[config.mk]
export PLATFORM = sky130hd
export DESIGN_NAME = calc_engine_flat
export DESIGN_NICKNAME = d
export VERILOG_FILES = /design/src/rtl/calc_pkg.sv /design/src/rtl/calc_if.sv /design/src/rtl/calc_divider.sv /design/src/rtl/calc_engine.sv /design/src/flat_wrapper.sv
export SDC_FILE = /design/constraint.sdc
export NUM_CORES = 1
export LEC_CHECK = 0
export CORE_MARGIN = 3
export CORE_UTILIZATION = 30
export CTS_CLUSTER_SIZE = 20
export DETAILED_ROUTE_END_ITERATION = 10
export PLACE_DENSITY = 0.5
export SYNTH_ARGS = -nofsm -noshare
export SYNTH_HDL_FRONTEND = slang
export SYNTH_SLANG_ARGS = --single-unit
[constraint.sdc]
create_clock -name clk -period 8.05 [get_ports clk]
set_input_delay 2.415 -clock clk [delete_from_list [all_inputs] [get_ports clk]]
set_output_delay 2.415 -clock clk [all_outputs]
set_load 0.05 [all_outputs]
[src/rtl/calc_pkg.sv]
// ---------------------------------------------------------------------------
// calc_pkg
//   Shared definitions for the keypad calculator core: key codes delivered by
//   the keypad scanner, the arithmetic operator set, the controller state
//   encoding, and a helper that maps an operator key to its operator.
// ---------------------------------------------------------------------------
package calc_pkg;

  // Key codes 0-9 are decimal digits; the rest are commands.
  localparam logic [3:0] KEY_DIGIT_MAX = 4'd9;
  localparam logic [3:0] KEY_ADD       = 4'd10;
  localparam logic [3:0] KEY_SUB       = 4'd11;
  localparam logic [3:0] KEY_MUL       = 4'd12;
  localparam logic [3:0] KEY_DIV       = 4'd13;
  localparam logic [3:0] KEY_CLR       = 4'd14;
  localparam logic [3:0] KEY_RSV       = 4'd15;

  typedef enum logic [1:0] {
    OP_ADD,
    OP_SUB,
    OP_MUL,
    OP_DIV
  } op_e;

  typedef enum logic [2:0] {
    ST_IDLE,
    ST_OPA,
    ST_OPB,
    ST_CALC,
    ST_RESULT,
    ST_ERROR
  } state_e;

  // Only meaningful for KEY_ADD..KEY_DIV; anything else maps to add.
  function automatic op_e key_to_op(input logic [3:0] key);
    op_e op;
    unique case (key)
      KEY_SUB: op = OP_SUB;
      KEY_MUL: op = OP_MUL;
      KEY_DIV: op = OP_DIV;
      default: op = OP_ADD;
    endcase
    return op;
  endfunction

endpackage

[src/rtl/calc_if.sv]
// ---------------------------------------------------------------------------
// calc_if
//   Keypad-side strobes and display-side results of the calculator core.
//   master : keypad scanner / display driver side (drives key_en, key, equal)
//   slave  : calculator core (drives out, neg, err, busy, valid)
//   key_en  1  one-cycle strobe, key valid
//   key     4  key code (see calc_pkg)
//   equal   1  one-cycle strobe, evaluate
//   out     W  display value (magnitude)
//   neg     1  displayed result is negative
//   err     1  error state
//   busy    1  computation in progress
//   valid   1  one-cycle pulse when a computed result is loaded into out
// ---------------------------------------------------------------------------
interface calc_if #(
  parameter int W = 16
);
  logic         key_en;
  logic [3:0]   key;
  logic         equal;
  logic [W-1:0] out;
  logic         neg;
  logic         err;
  logic         busy;
  logic         valid;

  modport master (
    output key_en, key, equal,
    input  out, neg, err, busy, valid
  );

  modport slave (
    input  key_en, key, equal,
    output out, neg, err, busy, valid
  );
endinterface

[src/rtl/calc_divider.sv]
// ---------------------------------------------------------------------------
// calc_divider
//   OPW-bit restoring divider, one quotient bit per cycle. The first bit is
//   produced in the start cycle, so o_done rises OPW cycles after i_start.
//   Ports:
//     clk, rst        clock, synchronous active-high reset
//     i_start         begin a division (ignored while busy)
//     i_abort         drop any division in progress, no done pulse
//     i_dividend      OPW-bit dividend, sampled on i_start
//     i_divisor       OPW-bit divisor, sampled on i_start
//     o_busy          division in progress
//     o_done          one-cycle pulse, o_quotient is final
//     o_dbz           combinational: i_start with a zero divisor (no run)
//     o_quotient      floor(dividend / divisor); remainder is discarded
//   Requires OPW >= 2.
// ---------------------------------------------------------------------------
module calc_divider #(
  parameter int OPW = 8
) (
  input  logic           clk,
  input  logic           rst,
  input  logic           i_start,
  input  logic           i_abort,
  input  logic [OPW-1:0] i_dividend,
  input  logic [OPW-1:0] i_divisor,
  output logic           o_busy,
  output logic           o_done,
  output logic           o_dbz,
  output logic [OPW-1:0] o_quotient
);
  localparam int CW = $clog2(OPW + 1);

  logic [OPW:0]   r_rem;
  logic [OPW-1:0] r_quo;
  logic [OPW-1:0] r_div;
  logic [CW-1:0]  r_cnt;
  logic           r_busy;
  logic           r_done;

  logic [OPW:0]   w_src_rem;
  logic [OPW-1:0] w_src_quo;
  logic [OPW-1:0] w_src_div;
  logic [OPW:0]   w_shift;
  logic [OPW:0]   w_trial;
  logic [OPW:0]   w_rem_nxt;
  logic [OPW-1:0] w_quo_nxt;

  assign o_dbz = i_start && (i_divisor == '0);

  // One restoring step. On start the step works directly on the inputs so
  // the first quotient bit costs no extra cycle.
  always_comb begin
    w_src_rem = i_start ? '0         : r_rem;
    w_src_quo = i_start ? i_dividend : r_quo;
    w_src_div = i_start ? i_divisor  : r_div;
    w_shift   = {w_src_rem[OPW-1:0], w_src_quo[OPW-1]};
    w_trial   = w_shift - {1'b0, w_src_div};
    // A set MSB means the trial subtraction went negative: restore.
    if (w_trial[OPW]) begin
      w_rem_nxt = w_shift;
      w_quo_nxt = {w_src_quo[OPW-2:0], 1'b0};
    end else begin
      w_rem_nxt = w_trial;
      w_quo_nxt = {w_src_quo[OPW-2:0], 1'b1};
    end
  end

  // NOTE: sequential state uses non-blocking assignments so every register
  // samples pre-edge values regardless of statement order.
  always_ff @(posedge clk) begin
    if (rst || i_abort) begin
      r_rem  <= '0;
      r_quo  <= '0;
      r_div  <= '0;
      r_cnt  <= '0;
      r_busy <= 1'b0;
      r_done <= 1'b0;
    end else begin
      r_done <= 1'b0;
      if (i_start && !r_busy && !o_dbz) begin
        r_rem  <= w_rem_nxt;
        r_quo  <= w_quo_nxt;
        r_div  <= i_divisor;
        r_cnt  <= CW'(OPW - 1);
        r_busy <= 1'b1;
      end else if (r_busy) begin
        r_rem <= w_rem_nxt;
        r_quo <= w_quo_nxt;
        r_cnt <= r_cnt - 1'b1;
        if (r_cnt == CW'(1)) begin
          r_busy <= 1'b0;
          r_done <= 1'b1;
        end
      end
    end
  end

  assign o_busy     = r_busy;
  assign o_done     = r_done;
  assign o_quotient = r_quo;

endmodule

[src/rtl/calc_engine.sv]
// ---------------------------------------------------------------------------
// calc_engine
//   Keypad calculator core: decimal operand entry, add/sub/mul/div, result
//   chaining and repeat-equal. Division runs on calc_divider.
//   Ports:
//     clk   system clock
//     rst   synchronous, active-high reset
//     bus   calc_if.slave: key_en/key/equal in; out/neg/err/busy/valid out
//   W must be >= 2*OPW and match the W of the connected calc_if.
// ---------------------------------------------------------------------------
module calc_engine
  import calc_pkg::*;
#(
  parameter int OPW = 8,
  parameter int W   = 2 * OPW
) (
  input logic   clk,
  input logic   rst,
  calc_if.slave bus
);
  localparam logic [OPW+3:0] ACC_MAX = {4'd0, {OPW{1'b1}}};

  state_e         r_state, w_state_nxt;
  logic [OPW-1:0] r_a, w_a_nxt;
  logic [OPW-1:0] r_b, w_b_nxt;
  op_e            r_op, w_op_nxt;
  logic           r_b_seen, w_b_seen_nxt;
  logic [W-1:0]   r_res, w_res_nxt;
  logic           r_neg, w_neg_nxt;
  logic           r_valid, w_valid_nxt;

  logic           w_digit, w_oper, w_clear, w_equal;
  logic [OPW-1:0] w_key_val, w_a_acc, w_b_acc;
  logic           w_res_fits;
  logic [W-1:0]   w_alu_res;
  logic           w_alu_neg;
  logic [W-1:0]   w_out;

  logic           w_div_start, w_div_busy, w_div_done, w_div_dbz;
  logic [OPW-1:0] w_div_quo;

  // Decimal entry; a digit that would overflow the operand is dropped.
  function automatic logic [OPW-1:0] acc_digit(input logic [OPW-1:0] acc,
                                               input logic [3:0]     d);
    logic [OPW+3:0] sum;
    sum = (OPW+4)'(acc) * (OPW+4)'(10) + (OPW+4)'(d);
    return (sum > ACC_MAX) ? acc : sum[OPW-1:0];
  endfunction

  // key_en wins over a simultaneous equal; key 15 decodes to nothing.
  assign w_clear    = bus.key_en && (bus.key == KEY_CLR);
  assign w_digit    = bus.key_en && (bus.key <= KEY_DIGIT_MAX);
  assign w_oper     = bus.key_en && (bus.key >= KEY_ADD) && (bus.key <= KEY_DIV);
  assign w_equal    = bus.equal && !bus.key_en;
  assign w_key_val  = acc_digit('0, bus.key);
  assign w_a_acc    = acc_digit(r_a, bus.key);
  assign w_b_acc    = acc_digit(r_b, bus.key);
  assign w_res_fits = ~|r_res[W-1:OPW];

  // Start once on entry to CALC; busy/done keep it from re-firing.
  assign w_div_start = (r_state == ST_CALC) && (r_op == OP_DIV) &&
                       !w_div_busy && !w_div_done && !w_clear;

  calc_divider #(.OPW(OPW)) u_div (
    .clk        (clk),
    .rst        (rst),
    .i_start    (w_div_start),
    .i_abort    (w_clear),
    .i_dividend (r_a),
    .i_divisor  (r_b),
    .o_busy     (w_div_busy),
    .o_done     (w_div_done),
    .o_dbz      (w_div_dbz),
    .o_quotient (w_div_quo)
  );

  always_ff @(posedge clk) begin
    if (rst) begin
      r_state  <= ST_IDLE;
      r_a      <= '0;
      r_b      <= '0;
      r_op     <= OP_ADD;
      r_b_seen <= 1'b0;
      r_res    <= '0;
      r_neg    <= 1'b0;
      r_valid  <= 1'b0;
    end else begin
      r_state  <= w_state_nxt;
      r_a      <= w_a_nxt;
      r_b      <= w_b_nxt;
      r_op     <= w_op_nxt;
      r_b_seen <= w_b_seen_nxt;
      r_res    <= w_res_nxt;
      r_neg    <= w_neg_nxt;
      r_valid  <= w_valid_nxt;
    end
  end

  always_comb begin
    // NOTE: every output of this block gets a default before any branch,
    // otherwise an unassigned path would infer a latch.
    w_state_nxt  = r_state;
    w_a_nxt      = r_a;
    w_b_nxt      = r_b;
    w_op_nxt     = r_op;
    w_b_seen_nxt = r_b_seen;
    w_res_nxt    = r_res;
    w_neg_nxt    = r_neg;
    w_valid_nxt  = 1'b0;

    if (w_clear) begin
      w_state_nxt  = ST_IDLE;
      w_a_nxt      = '0;
      w_b_nxt      = '0;
      w_op_nxt     = OP_ADD;
      w_b_seen_nxt = 1'b0;
      w_res_nxt    = '0;
      w_neg_nxt    = 1'b0;
    end else begin
      unique case (r_state)
        ST_IDLE: begin
          if (w_digit) begin
            w_state_nxt = ST_OPA;
            w_a_nxt     = w_key_val;
          end else if (w_oper) begin
            w_state_nxt  = ST_OPB;
            w_a_nxt      = '0;
            w_b_nxt      = '0;
            w_b_seen_nxt = 1'b0;
            w_op_nxt     = key_to_op(bus.key);
          end
        end
        ST_OPA: begin
          if (w_digit) begin
            w_a_nxt = w_a_acc;
          end else if (w_oper) begin
            w_state_nxt  = ST_OPB;
            w_b_nxt      = '0;
            w_b_seen_nxt = 1'b0;
            w_op_nxt     = key_to_op(bus.key);
          end else if (w_equal) begin
            w_state_nxt = ST_RESULT;
            w_res_nxt   = W'(r_a);
            w_neg_nxt   = 1'b0;
          end
        end
        ST_OPB: begin
          if (w_digit) begin
            w_b_nxt      = w_b_acc;
            w_b_seen_nxt = 1'b1;
          end else if (w_oper && !r_b_seen) begin
            w_op_nxt = key_to_op(bus.key);
          end else if (w_equal) begin
            w_state_nxt = ST_CALC;
          end
        end
        ST_CALC: begin
          if (r_op == OP_DIV) begin
            if (w_div_dbz) begin
              w_state_nxt = ST_ERROR;
              w_res_nxt   = '0;
              w_neg_nxt   = 1'b0;
            end else if (w_div_done) begin
              w_state_nxt = ST_RESULT;
              w_res_nxt   = W'(w_div_quo);
              w_neg_nxt   = 1'b0;
              w_valid_nxt = 1'b1;
            end
          end else begin
            w_state_nxt = ST_RESULT;
            w_res_nxt   = w_alu_res;
            w_neg_nxt   = w_alu_neg;
            w_valid_nxt = 1'b1;
          end
        end
        ST_RESULT: begin
          if (w_digit) begin
            w_state_nxt = ST_OPA;
            w_a_nxt     = w_key_val;
            w_neg_nxt   = 1'b0;
          end else if (w_oper || w_equal) begin
            // Chaining and repeat-equal both reuse the result as A, which
            // only works for a non-negative result that fits an operand.
            if (!r_neg && w_res_fits) begin
              w_a_nxt = r_res[OPW-1:0];
              if (w_oper) begin
                w_state_nxt  = ST_OPB;
                w_b_nxt      = '0;
                w_b_seen_nxt = 1'b0;
                w_op_nxt     = key_to_op(bus.key);
              end else begin
                w_state_nxt = ST_CALC;
              end
            end else begin
              w_state_nxt = ST_ERROR;
              w_res_nxt   = '0;
              w_neg_nxt   = 1'b0;
            end
          end
        end
        ST_ERROR: ;
        default: w_state_nxt = ST_IDLE;
      endcase
    end
  end

  // Single-cycle operators; division comes from the divider.
  always_comb begin
    w_alu_res = '0;
    w_alu_neg = 1'b0;
    unique case (r_op)
      OP_ADD: w_alu_res = W'({1'b0, r_a} + {1'b0, r_b});
      OP_SUB: begin
        if (r_a >= r_b) begin
          w_alu_res = W'(r_a - r_b);
        end else begin
          w_alu_res = W'(r_b - r_a);
          w_alu_neg = 1'b1;
        end
      end
      OP_MUL: w_alu_res = W'((2*OPW)'(r_a) * (2*OPW)'(r_b));
      default: ;
    endcase
  end

  always_comb begin
    unique case (r_state)
      ST_OPA:             w_out = W'(r_a);
      ST_OPB:             w_out = W'(r_b);
      ST_CALC, ST_RESULT: w_out = r_res;
      default:            w_out = '0;
    endcase
  end

  assign bus.out   = w_out;
  assign bus.neg   = r_neg;
  assign bus.err   = (r_state == ST_ERROR);
  assign bus.busy  = (r_state == ST_CALC);
  assign bus.valid = r_valid;

endmodule

[src/flat_wrapper.sv]
// flat-port wrapper written by rule: the top's interface ports become plain ports
module calc_engine_flat import calc_pkg::*;
#(
  parameter int OPW = 8,
  parameter int W   = 2 * OPW
)
  (clk, rst, bus_key_en, bus_key, bus_equal, bus_out, bus_neg, bus_err, bus_busy, bus_valid);
  calc_if #(.W(W)) bus_i ();
  input logic clk;
  input logic rst;
  input wire logic [$bits(bus_i.key_en)-1:0] bus_key_en;
  input wire logic [$bits(bus_i.key)-1:0] bus_key;
  input wire logic [$bits(bus_i.equal)-1:0] bus_equal;
  output wire logic [$bits(bus_i.out)-1:0] bus_out;
  output wire logic [$bits(bus_i.neg)-1:0] bus_neg;
  output wire logic [$bits(bus_i.err)-1:0] bus_err;
  output wire logic [$bits(bus_i.busy)-1:0] bus_busy;
  output wire logic [$bits(bus_i.valid)-1:0] bus_valid;
  assign bus_i.key_en = bus_key_en;
  assign bus_i.key = bus_key;
  assign bus_i.equal = bus_equal;
  assign bus_out = bus_i.out;
  assign bus_neg = bus_i.neg;
  assign bus_err = bus_i.err;
  assign bus_busy = bus_i.busy;
  assign bus_valid = bus_i.valid;
  calc_engine #(.OPW(OPW), .W(W)) u_core (.clk(clk), .rst(rst), .bus(bus_i));
endmodule
After elaboration in Yosys (flattened, before gate mapping)
Index checks and enable logic that the tools add are counted.
{ "classes": {"add_sub_neg": 7, "n_mul": 3, "order_cmp": 7, "eq_ne": 35, "muxes": 92, "bitwise_logic": 3, "n_reduce_logical": 45} }
{ "ops": {"columns": ["op", "n"], "rows": [
  ["8-bit 2-to-1 mux", 22],
  ["16-bit 2-to-1 mux", 10],
  ["16-bit one-hot mux with 3 select lines", 3],
  ["3-bit 2-to-1 mux", 16],
  ["8-bit one-hot mux with 3 select lines", 2],
  ["1-bit 2-to-1 mux", 26],
  ["12-bit by 4-bit adder with 12-bit output", 2],
  ["12-bit by 8-bit greater-than comparator with 1-bit output, second input constant", 2],
  ["8-bit by 3-bit multiplier with 11-bit output, second input constant", 2],
  ["7-bit AND reduction", 3],
  ["2-bit inequality test, second input constant", 9],
  ["3-bit one-hot mux with 6 select lines", 1],
  ["8-bit by 8-bit subtractor with 9-bit output", 2],
  ["4-bit equality test, second input constant", 4],
  ["8-bit by 8-bit multiplier with 16-bit output", 1],
  ["1-bit logical AND", 14],
  ["2-bit 2-to-1 mux", 7],
  ["2-bit by 1-bit inequality test with 1-bit output, second input constant", 7],
  ["3-bit by 1-bit inequality test with 1-bit output, second input constant", 4],
  ["2-bit one-hot mux with 3 select lines", 2],
  ["6-bit AND reduction", 2],
  ["8-bit by 8-bit adder with 9-bit output", 1],
  ["9-bit AND reduction", 1],
  ["3-bit nonzero test", 3],
  ["other kinds (27)", 46]
]} }
{ "totals": {"ff_bits": 70, "inputBits": 8, "output_inout_bits": 20, "elab_cells": 207} }

Longest topological paths before layout
Gate-level depths: netlist of run 1.
{ "depth": {"word_depth": 10, "depth_mapped": 18, "ltp_nobuf": 18} }

Modules after synthesis
A second synthesis of run 1 with hierarchy kept.
{ "unflattened": {"cells_unflattened": 1019, "area_unflattened_um2": 8236.6} }
{ "modules_own_cells": {"columns": ["mod", "n_inst", "cells_each", "area_each_um2", "seq_area_each_um2"], "rows": [
  ["calc_engine", 1, 825, 6447.4, 800.8],
  ["calc_divider", 1, 194, 1789.2, 600.6]
]} }

Worst setup path before layout of run 1
OpenSTA, ideal clock, no wires.
{ "synth_timing": {"kind": "input to register", "from": "input bus_key[1]", "to": "register u_core.u_div.r_rem[4]", "setup_ps": 70, "t_arrival_ps": 5421, "required_time_ps": 7980, "setup_slack_ps": 2559, "path_stages": 14, "n_path_buf": 3, "path_cell_list": "nand4_1 o2111ai_2 clkbuf_1 clkbuf_1 nand2_1 fa_1 nor2b_1 o21ai_0 a21boi_1 o22a_1 buf_4 mux2i_1 or3_1 a21oi_1"} }
{ "synth_between": {"elab_chain_cells": 9, "elab_cells_between_ends": 17, "cone_classes": "add/sub: 1; eq/ne: 1; mux: 6; reduce/logical: 9"} }
{ "synth_lines": {"columns": ["element", "line_no", "source"], "rows": [
  ["start: declaration", "flat_wrapper.sv:12", "input wire logic [$bits(bus_i.key)-1:0] bus_key;"],
  ["4-bit equality test (*)", "calc_engine.sv:51", "assign w_clear = bus.key_en && (bus.key == KEY_CLR);"],
  ["1-bit logical AND (*)", "calc_engine.sv:51", null],
  ["1-bit logical NOT", "calc_engine.sv:62", "!w_div_busy && !w_div_done && !w_clear;"],
  ["1-bit logical AND", "calc_engine.sv:62", null],
  ["8-bit 2-to-1 mux, on equally long branches", "calc_divider.sv:54, calc_divider.sv:53, calc_divider.sv:55", null],
  ["9-bit by 8-bit subtractor with 9-bit output", "calc_divider.sv:57", "w_trial = w_shift - {1'b0, w_src_div};"],
  ["8-bit 2-to-1 mux", "calc_divider.sv:59", "if (w_trial[OPW]) begin"],
  ["8-bit 2-to-1 mux", "calc_divider.sv:86", "end else if (r_busy) begin"],
  ["8-bit 2-to-1 mux", "calc_divider.sv:80", "if (i_start && !r_busy && !o_dbz) begin"],
  ["end signal: assignment", "calc_divider.sv:81", "r_rem <= w_rem_nxt;"],
  ["end signal: assignment", "calc_divider.sv:87", "r_rem <= w_rem_nxt;"],
  ["end: declaration", "calc_divider.sv:33", "logic [OPW:0] r_rem;"]
]} }
Every way passes the cells marked *; elsewhere a longest branch is shown, timed or not. The select of a mux whose other input is x is not followed.
A chain may end at the register's enable or synchronous reset.

Final worst setup path of run 1
{ "layout_timing": {"from": "input bus_key[2]", "to": "register u_core.u_div.r_rem[0]"} }
The elaborated chain is that of the path after synthesis.

==> summary.txt, run 1 <==
Outcome
  • Run status: completed

Critical path
  • FF-to-FF End: u_core.r_res[14]$_SDFFE_PP0P_
  • CP endpoint kind: register
  • Worst setup SP type: primary input
  • Crit Reg-Reg Startpoint: u_core.r_b[2]$_SDFFE_PP0P_
  • Arrival time at the worst endpoint: 6840 ps
  • Critical Path RT: 8350 ps
  • Worst Reg-to-Reg Cells: 16
  • Worst R2R Setup Slack: 2510 ps
  • CP Class: in -> reg
  • Crit-path max FO: 25

Yosys
  • Number of synthesized flops with an enable pin: 0
  • Synth Area in XOR/XNOR: 0.0451
  • Syn nets: 1219
  • Syn_area_per_cell: 7.80 um^2
  • Synthesized-area fraction occupied by and/or/nand/nor cells: 0.201
  • Top FF cell, synth: dfxtp_1
  • Distinct cells, synth: 86
  • Adder-Cell Fraction of Synth Area: 0.256
  • Mux cell area share after synthesis: 0.0292
  • Mapped Cells: 1067
  • Async SR Flop Fraction: 0
  • Synth Area in Compound Gates: 0.237
  • Combinational family with the most area after synthesis: adder cells
  • Mapped Area: 0.00832 mm^2
  • Register bit total from synthesis: 70
  • Register area share after synthesis: 0.168
  • Yosys synthesis warning count: 0

Placement
  • Placed inst area: 0.00895 mm^2
  • Detailed Place HPWL: 20200 um
  • Routability Congestion: 0.883
  • Port Buffers: 27

Layout
  • Design Area, Final: 0.00923 mm^2
  • Diode count: 0
  • Final Util: 0.340
  • Area growth syn-to-layout: 10.8%
  • Layout cells sized above 1: 0.0519
  • Nets@finish: 1225

Drt
  • Drt via density: 5.31
  • # DRC: 0
  • Number of DRC markers in iteration 0: 617
  • Metal-1 WL: 12900 um
  • DR WL met2: 11600 um
  • Routed WL: 26500 um
  • Post-route ant nets: 0
  • Top Layer Used: met4
  • Wire length per cell: 18.2 um
  • Pre-antenna DRT Iters: 6
  • Vias post-DR: 7706
  • DR WL met3: 1200 um

Timing
  • Worst Tran Pin Value: 876 ps
  • Fmax: 153 MHz
  • Final Skew: 7.77 ps
  • Fin. Hold Viols: 0
  • Final setup vio count: 0
  • Setup tns final: 0 ps
  • RSZ-0062 raised after global routing: no
  • Final min period: 6550 ps
  • Final period util: 0.813
  • Max-slew headroom: 0.415
  • Fin. max-slew vios: 0
  • Hold Slack: 460 ps

Clock network
  • H-tree depth: 3
  • Post_cts resized: 0
  • Maximum clock path buffer count: 2
  • Clk slew on worst S/H paths: 60 ps
  • Setup repair bufs after CTS: 0
  • Clock latency on the worst-skew pair: 350 ps
  • CTS Root Cell: clkbuf_16
  • Clock sink count: 70
  • Number of CTS-inserted buffers: 9
  • CTS tree: done
  • CTS Hold Bufs: 0

GRT
  • GRT Resource Usage Total: 0.177
  • Vias in the first global route: 7554
  • Global-route wire length before repair: 42300 um
  • Total gr overflow: 0
  • Largest net degree at the start of global routing: 54
  • Initial antenna violation count: 0

Floorplan
  • Core area: 0.0271 mm^2
  • Chip height: 173 um
  • I/O pin total: 28
  • Die W: 173 um
  • Die area: 0.0298 mm^2
  • Initial core utilization: 0.307
  • FP Rows: 60

Pwr
  • Power Density: 187 mW/mm^2
  • Total power: 1.73 mW
  • Max IR drop VDD: 0.115 mV
  • Leak pwr: 3.88 nW

Worst hold path
  • Worst Hold Depth: 2
  • Hold Crit Start: u_core.r_b_seen$_SDFFE_PP0P_
  • Worst hold-check path type: reg -> reg
  • Worst Hold End: u_core.r_b_seen$_SDFFE_PP0P_

Job
  • Max_cap viols: 0
[how the worst max path moves through the flow]
stage / from / endpoint / slack [ps] / cells past startpoint
5_1_grt: bus_key[2] / u_core.u_div.r_rem[0]$_SDFFE_PP0P_ / 1140 / 13
4_1_cts: bus_key[2] / u_core.u_div.r_rem[0]$_SDFFE_PP0P_ / 1520 / 13
6_report: bus_key[2] / u_core.u_div.r_rem[0]$_SDFFE_PP0P_ / 1500 / 13
2_1_floorplan: bus_key[1] / u_core.u_div.r_rem[4]$_SDFFE_PP0P_ / 2560 / 14
3_5_place_dp: bus_key[2] / u_core.u_div.r_rem[0]$_SDFFE_PP0P_ / 1180 / 13
3_3_place_gp: bus_key[2] / u_core.u_div.r_rem[0]$_SDFFE_PP0P_ / 1230 / 13
[area by class of cell]
cell class	instances	area, um^2
Clock inverter	6	46.3
Tap cell	372	465
Clock buffer	10	229
Timing Repair Buffer	38	353
Sequential cell	70	1400
Inverter	88	330
Multi-Input combinational cell	866	6400
Fill cell	2895	17900
[registers in the layout (all words and copies together), names as in the netlist, 2 cells and up]
register and flops:
u_core.r_a 8, u_core.u_div.r_rem 8, u_core.r_op 2, u_core.r_res 16, u_core.u_div.o_quotient 8, u_core.r_b 8
u_core.r_state 3, u_core.u_div.r_cnt 4, u_core.u_div.r_div 8
[critical path: stages]
cell and delay (ps):
clkdlybuf4s50_1 730, nand4_1 290, o2111ai_2 570, buf_4 370
nand2_1 140, fa_1 480, nor2b_1 120, o21ai_0 100
a21boi_1 310, o22a_1 550, xnor2_2 250, or4_1 440
nand3_1 70
[metrics by stage]
stage,cells,setup WS (ps)
after CTS,1450,1520
after floorplan,1067,2560
after detailed placement,1434,1180
after global routing,1450,1140
after global placement,1434,1230
final,1450,1500
[synth_stat cells, drive strengths merged (23+ instances only)]
master	count	share of area
a21oi	104	0.063
ha	100	0.15
nand2	96	0.044
xnor2	23	0.025
clkbuf	28	0.013
dfxtp	70	0.17
fa	44	0.11
nor2	131	0.059
inv	82	0.037
o21ai	72	0.045
[where the power goes]
part | total, mW | switching (mW) | internal, mW | leakage [nW]
Sequential | 0.448 | 0.0726 | 0.375 | 0.566
Combinational | 0.897 | 0.558 | 0.339 | 3.18
Clock | 0.381 | 0.171 | 0.211 | 0.129
Total | 1.73 | 0.801 | 0.925 | 3.88
[kinds of logic after synthesis]
kind of cell,count (synthesis)
buffers and inverters,131
XOR/XNOR,42
flip-flops,70
AO/OA/AOI/OAI,302
multiplexers,24
adder cells (fa/ha/maj),144
AND/OR/NAND/NOR,354
[metal layers]
layer | vias to the layer above | GRT usage
met5 | - | 0
met4 | 0 | 0.0618
met3 | 47 | 0.0244
met2 | 235 | 0.279
met1 | 3643 | 0.248
li1 | 3781 | -
[placed cells by master, fill, tap and decap left out, drive strengths merged, types with 10 or more instances in the layout]
cell type / Yosys / routed
clkdlybuf4s50: 0 / 27
a211oi: 18 / 18
clkbuf: 28 / 10
o21ai: 72 / 72
fa: 44 / 44
dfxtp: 70 / 70
nand2: 96 / 96
nor3: 14 / 14
inv: 82 / 84
xor2: 19 / 19
mux2i: 22 / 22
ha: 100 / 100
nor2b: 22 / 22
a21o: 12 / 12
nor2: 131 / 131
xnor2: 23 / 23
and2: 14 / 14
buf: 15 / 11
a21oi: 104 / 104
nand2b: 10 / 10
nand3: 22 / 22
Power figures use the tool's default switching activity.
==> run 2, diff against run 1 <==
==> constraint.sdc (replaced) <==
create_clock -name clk -period 6.7 [get_ports clk]
set_input_delay 2.01 -clock clk [delete_from_list [all_inputs] [get_ports clk]]
set_output_delay 2.01 -clock clk [all_outputs]
set_load 0.05 [all_outputs]
==> run 2 against run 1 <==
- non-clock buffer count is 10 higher
- critical path type unchanged
- highest routed layer unchanged
- clock skew is 2.1 ps higher
- die area stayed put
- hold slack worse by 1.3 ps
- clock power is 42% higher
- register-to-register slack worse by 1200 ps
- total power is 26% higher
- final cell count is 0.69% higher
==> summary.txt, run 2 (same netlist as run 1, synthesis figures left out) <==
Clock network
  • Post_cts resized: 0 (unchanged)
  • Maximum clock path buffer count: 2 (unchanged)
  • CTS Root Cell: clkbuf_16
  • CTS tree: done
  • CTS Hold Bufs: 0 (unchanged)
  • Clock latency on the worst-skew pair: 350 ps (about the same)
  • Number of CTS-inserted buffers: 9 (unchanged)
  • Setup repair bufs after CTS: 0 (unchanged)
  • Clock sink count: 70 (unchanged)
  • Clk slew on worst S/H paths: 70 ps (about the same)
  • H-tree depth: 3 (unchanged)

Drt
  • Drt via density: 5.20 (-2.1%)
  • Number of DRC markers in iteration 0: 514 (-17%)
  • Routed WL: 26200 um (-0.86%)
  • Post-route ant nets: 0 (unchanged)
  • Wire length per cell: 18.0 um (-1.5%)
  • Vias post-DR: 7595 (-1.4%)
  • Pre-antenna DRT Iters: 5 (-1)
  • # DRC: 0 (unchanged)

Placement
  • Routability Congestion: 0.879 (-0.46%)
  • Port Buffers: 27 (unchanged)
  • Placed cell count: 1444 (+0.70%)
  • Detailed Place HPWL: 20500 um (+1.0%)
  • Pre-CTS WS: 457 ps (-720 ps)

Critical path
  • Crit-path max FO: 29 (+16%)
  • Crit Reg-Reg Startpoint: u_core.r_a[6]$_SDFFE_PP0P_
  • CP Depth: 15 (+2)
  • Critical Path Max Stage Delay: 670 ps (-60 ps)
  • Worst setup SP type: primary input
  • Worst R2R Setup Slack: 1280 ps (-1230 ps)
  • Critical path's slowest cell: or4b_2
  • Arrival time at the worst endpoint: 6220 ps (-620 ps)
  • Critical path's top delay family: compound AO/OA/AOI/OAI gates
  • CP Cell Sequence: clkdlybuf4s50_1 > nand4_1 > o2111ai_2 > buf_4 > nor2_1 > a21oi_1 > ha_1 > fa_1 > nor2b_1 > o21ai_0 > a21boi_1 > o22a_1 > or4b_2 > nand3_1 > o221a_2
  • Critical Path RT: 6990 ps (-1360 ps)
  • Worst Reg-to-Reg Cells: 16 (unchanged)
  • Crit path launch: bus_key[1]
  • CP endpoint kind: register
  • FF-to-FF End: u_core.r_res[14]$_SDFFE_PP0P_
  • CP Class: in -> reg
  • Worst setup path endpoint: u_core.u_div.r_rem[7]$_SDFFE_PP0P_
  • Critical path buffers and inverters: 2 (unchanged)

Timing
  • Final setup vio count: 0 (unchanged)
  • RSZ-0062 raised after global routing: no
  • Fin. Hold Viols: 0 (unchanged)
  • Setup tns final: 0 ps (unchanged)
  • Fin. max-slew vios: 0 (unchanged)
  • Fmax: 169 MHz
  • Final period util: 0.885
  • Worst setup margin: 773 ps (-729 ps)
  • Worst Tran Pin Value: 947 ps (+70.5 ps)
  • Final Skew: 9.85 ps (+2.08 ps)
  • Final min period: 5930 ps
  • Max-slew headroom: 0.369 (-0.0462)

Floorplan
  • FP Rows: 60 (unchanged)
  • Core area: 0.0271 mm^2 (unchanged)
  • Chip height: 173 um (unchanged)
  • Die area: 0.0298 mm^2 (unchanged)
  • Initial core utilization: 0.307 (unchanged)
  • I/O pin total: 28 (unchanged)
  • Die W: 173 um (unchanged)

GRT
  • Initial antenna violation count: 0 (unchanged)
  • Total gr overflow: 0 (unchanged)
  • Vias in the first global route: 7352 (-2.7%)
  • Largest net degree at the start of global routing: 47 (-13%)
  • Global-route wire length before repair: 42000 um (-0.75%)
  • GRT Resource Usage Total: 0.175 (-0.00197)

Pwr
  • Switching Power: 0.969 mW (+21%)
  • Comb pwr share: 0.515 (-0.005)
  • Switching share of power: 0.446 (-0.0177)
  • Internal power: 1.20 mW (+30%)
  • Leak pwr: 3.96 nW (+2.1%)
  • Total power: 2.17 mW (+26%)
  • Sequential power share: 0.235 (-0.024)
  • Power Density: 232 mW/mm^2 (+24%)
  • Fraction of power consumed by the clock network: 0.249 (+0.028)
  • Max IR drop VDD: 0.152 mV (+33%)

Layout
  • Diode count: 0 (unchanged)
  • Most frequent cells in the layout: nor2_1 (130), a21oi_1 (104), ha_1 (100)
  • Nets@finish: 1235 (+0.82%)
  • Biggest register: u_core.r_res
  • Number of flip-flops in the largest register: 16 (unchanged)
  • Layout cells sized above 1: 0.0616 (+0.00963)
  • Area growth syn-to-layout: 12.4%
  • Final non-filler cell total: 1460 (+0.69%)
  • Most common cell after layout, fill and taps aside: nor2_1

Worst hold path
  • Hold Crit Start: u_core.r_b_seen$_SDFFE_PP0P_
  • Worst hold-check path type: reg -> reg

Outcome
  • Run status: completed

Job
  • Max_cap viols: 0 (unchanged)
## run 2: cell types whose count changed in the layout (fill, tap and decap cells not counted), sizes merged
cell      change
bufinv        +2
clkinvlp      -2
buf          +10
clkinv        +1
clkbuf        -1
## run 2: final cells by class
| type | count | area [um^2] |
|---|---|---|
| Clock buffer | 9 | 225 |
| Fill cell | 2908 | 17700 |
| Inverter | 88 | 330 |
| Sequential cell | 70 | 1400 |
| Timing Repair Buffer | 48 | 428 |
| Multi-Input combinational cell | 866 | 6400 |
| Tap cell | 372 | 465 |
| Clock inverter | 7 | 106 |
## run 2: worst min-delay path, cell delays in order, from the launching register on
cell and delay (ps):
dfxtp_1 310, nand2_1 50, a21oi_1 50
## run 2: through the flow
step	utilization	hold slack [ps]	area [um^2]
after detailed placement	0.333	448	9020
after floorplan	-	437	8320
after CTS	0.345	459	9360
final	0.345	458	9360
after global routing	0.345	483	9360
after global placement	0.333	449	9020
## run 2: metal layers
layer	track usage	vias up	routed length, um
met5	0	-	0
met4	0.0473	0	532
met3	0.0310	29	1000
met2	0.273	164	11600
met1	0.249	3602	13100
li1	-	3800	-
## run 2: worst min-delay path by stage
stage	end	slack (ps)	cells past startpoint
2_1_floorplan	u_core.u_div.r_div[1]$_SDFFE_PP0P_	440	2
3_3_place_gp	u_core.r_res[8]$_SDFFE_PP0P_	450	2
3_5_place_dp	u_core.u_div.r_div[1]$_SDFFE_PP0P_	450	2
4_1_cts	u_core.r_b_seen$_SDFFE_PP0P_	460	2
5_1_grt	u_core.u_div.r_div[1]$_SDFFE_PP0P_	480	2
6_report	u_core.r_b_seen$_SDFFE_PP0P_	460	2
## run 2: power by group through the flow
stage	Clock, mW	Sequential, mW	Combinational (mW)
5_1_grt	0.569	0.515	1.22
2_1_floorplan	0	0.508	0.801
3_3_place_gp	0	0.518	1.10
4_1_cts	0.552	0.509	1.10
3_5_place_dp	0	0.519	1.10
6_report	0.541	0.511	1.12
==> run 3, diff against run 2 <==
--- a/config.mk
+++ b/config.mk
@@ -5,10 +5,12 @@
 export SDC_FILE = /design/constraint.sdc
 export NUM_CORES = 1
 export LEC_CHECK = 0
+export CORE_ASPECT_RATIO = 1.5
 export CORE_MARGIN = 3
 export CORE_UTILIZATION = 30
 export CTS_CLUSTER_SIZE = 20
 export DETAILED_ROUTE_END_ITERATION = 10
+export GPL_ROUTABILITY_DRIVEN = 1
 export PLACE_DENSITY = 0.5
 export SYNTH_ARGS = -nofsm -noshare
 export SYNTH_HDL_FRONTEND = slang
==> run 3 against run 2 <==
- utilization fell by 0.41 points
- clock-buffer cell count stayed put
- die area up 0.14%
- sequential share of layout area is 0.062 points higher
- clock skew is 3.0 ps lower
- largest cell class unchanged
==> summary.txt, run 3 (same netlist as run 1, synthesis figures left out) <==
Floorplan
  • I/O pin total: 28 (unchanged)
  • Chip height: 210 um (+22%)
  • Core area: 0.0273 mm^2 (+0.78%)
  • Initial core utilization: 0.305 (-0.00239)
  • Die W: 142 um (-18%)
  • Die area: 0.0298 mm^2 (+0.14%)
  • FP Rows: 74 (+23%)

Layout
  • Biggest register: u_core.r_res
  • Fillers: 2898 (-0.34%)
  • Area growth syn-to-layout: 11.9%
  • Diode count: 0 (unchanged)
  • Number of flip-flops in the largest register: 16 (unchanged)
  • Layout cells sized above 1: 0.0634 (+0.00178)
  • Most common cell after layout, fill and taps aside: nor2_1
  • Design Area, Final: 0.00932 mm^2 (-0.41%)
  • Nets@finish: 1237 (+0.16%)
  • Most frequent cells in the layout: nor2_1 (129), a21oi_1 (104), ha_1 (100)

Clock network
  • Post_cts resized: 0 (unchanged)
  • CTS Hold Bufs: 0 (unchanged)
  • CTS Root Cell: clkbuf_16
  • Clk slew on worst S/H paths: 60 ps (about the same)
  • Maximum clock path buffer count: 2 (unchanged)
  • Clock sink count: 70 (unchanged)
  • H-tree depth: 3 (unchanged)
  • Setup repair bufs after CTS: 0 (unchanged)
  • Number of CTS-inserted buffers: 9 (unchanged)
  • Clock latency on the worst-skew pair: 340 ps (about the same)
  • CTS tree: done

Timing
  • Final setup vio count: 0 (unchanged)
  • Fmax: 169 MHz (about the same)
  • Max-slew headroom: 0.262 (-0.106)
  • Final period util: 0.884 (about the same)
  • Worst Tran Pin Value: 1110 ps (+160 ps)
  • RSZ-0062 raised after global routing: no
  • Setup tns final: 0 ps (unchanged)
  • Fin. Hold Viols: 0 (unchanged)
  • Fin. max-slew vios: 0 (unchanged)
  • Final min period: 5920 ps (-5.35 ps)
  • Final Skew: 6.84 ps (-3.01 ps)
  • Hold Slack: 461 ps (+2.28 ps)

Critical path
  • Worst setup SP type: primary input
  • CP endpoint kind: register
  • Critical Path Max Stage Delay: 650 ps (-20 ps)
  • Worst Reg-to-Reg Cells: 16 (unchanged)
  • Critical path's slowest cell: clkdlybuf4s50_1
  • CP Cell Sequence: clkdlybuf4s50_1 > nand4_1 > o2111ai_2 > buf_4 > a21oi_1 > ha_1 > fa_1 > nor2b_1 > o21ai_0 > a21boi_1 > o22a_1 > xnor2_2 > or4_1 > nand3_1
  • Critical path's top delay family: compound AO/OA/AOI/OAI gates
  • Critical Path RT: 6980 ps (about the same)
  • Crit-path max FO: 17 (-41%)
  • CP Class: in -> reg
  • Arrival time at the worst endpoint: 6210 ps (about the same)
  • Worst R2R Setup Slack: 1110 ps (-170 ps)
  • FF-to-FF End: u_core.r_res[14]$_SDFFE_PP0P_
  • Critical path buffers and inverters: 2 (unchanged)
  • Crit Reg-Reg Startpoint: u_core.r_b[2]$_SDFFE_PP0P_

Placement
  • Detailed Place HPWL: 21800 um (+6.4%)
  • Routability Congestion: 0.873 (-0.68%)
  • Port Buffers: 27 (unchanged)
  • Placed inst area: 0.00900 mm^2 (-0.22%)

GRT
  • Vias in the first global route: 8012 (+9.0%)
  • GRT Resource Usage Total: 0.189 (+0.0146)
  • Global-route wire length before repair: 44100 um (+4.9%)
  • Largest net degree at the start of global routing: 54 (+15%)
  • Initial antenna violation count: 0 (unchanged)
  • Total gr overflow: 0 (unchanged)

Pwr
  • Leak pwr: 3.96 nW (about the same)
  • Power Density: 231 mW/mm^2 (-0.47%)
  • Max IR drop VDD: 0.128 mV (-16%)
  • Total power: 2.15 mW (-0.89%)

Worst hold path
  • Worst Hold Depth: 2 (unchanged)
  • Worst Hold End: u_core.r_b_seen$_SDFFE_PP0P_
  • Hold Crit Start: u_core.r_b_seen$_SDFFE_PP0P_
  • Worst hold-check path type: reg -> reg

Outcome
  • Run status: completed

Drt
  • Wire length per cell: 19.4 um (+8.2%)
  • Vias post-DR: 7767 (+2.3%)
  • Drt via density: 5.43 (+4.3%)
  • Post-route ant nets: 0 (unchanged)
  • Routed WL: 27800 um (+6.0%)
  • Pre-antenna DRT Iters: 5 (unchanged)
  • # DRC: 0 (unchanged)
  • Number of DRC markers in iteration 0: 479 (-6.8%)

Job
  • Max_cap viols: 0 (unchanged)
-- run 3: changes by cell type in the layout (fill, tap and decap cells not counted), sizes merged --
cell / before / now
inv: 84 / 82
buf: 21 / 23
clkinv: 9 / 10
-- run 3: how the worst max path moves through the flow --
stage,depth (start not counted),endpoint,from
after floorplan,14,u_core.u_div.r_rem[4]$_SDFFE_PP0P_,bus_key[1]
after global placement,14,u_core.u_div.r_rem[0]$_SDFFE_PP0P_,bus_key[1]
after detailed placement,14,u_core.u_div.r_rem[0]$_SDFFE_PP0P_,bus_key[1]
after CTS,14,u_core.u_div.r_rem[0]$_SDFFE_PP0P_,bus_key[1]
after global routing,14,u_core.u_div.r_rem[0]$_SDFFE_PP0P_,bus_key[1]
final,14,u_core.u_div.r_rem[0]$_SDFFE_PP0P_,bus_key[1]
-- run 3: layout make-up --
| class | count | area [um^2] | share of cell area |
|---|---|---|---|
| Timing Repair Buffer | 50 | 443 | 0.0475 |
| Multi-Input combinational cell | 866 | 6400 | 0.687 |
| Sequential cell | 70 | 1400 | 0.150 |
| Clock inverter | 6 | 87.6 | 0.00940 |
| Tap cell | 342 | 428 | 0.0459 |
| Clock buffer | 9 | 225 | 0.0242 |
| Inverter | 88 | 330 | 0.0355 |
-- run 3: power by group --
part           internal, mW  total, mW  switching (mW)
sequential            0.451      0.519          0.0683
combinational         0.416       1.11           0.699
clock                 0.324      0.518           0.194
total                  1.19       2.15           0.961
-- run 3: per-layer routing --
metal	wire, um	track usage	up-vias
met2	15000	0.363	172
met4	1240	0.0884	0
met1	10900	0.207	3729
met5	0	0	-
met3	662	0.0145	64
li1	-	-	3802
-- run 3: through the flow --
| stage | instances | worst slack [ps] | util |
|---|---|---|---|
| finish | 1431 | 779 | 0.341 |
| global route | 1431 | 552 | 0.341 |
| CTS | 1431 | 779 | 0.341 |
| global placement | 1416 | 460 | 0.330 |
| detailed placement | 1416 | 426 | 0.330 |
| floorplan | 1067 | 1610 | - |
-- run 3: worst reg2reg max path, stage by stage, from the launching register on --
cell and delay (ps):
dfxtp_1 770, clkinv_1 470, nor2_1 250, fa_1 450, fa_1 470, fa_1 540
inv_1 50, fa_1 520, inv_1 40, ha_1 340, a211oi_1 280, o211ai_1 200
a41oi_1 390, a21oi_1 170, xor2_1 180, a211oi_1 260, a211oi_1 80
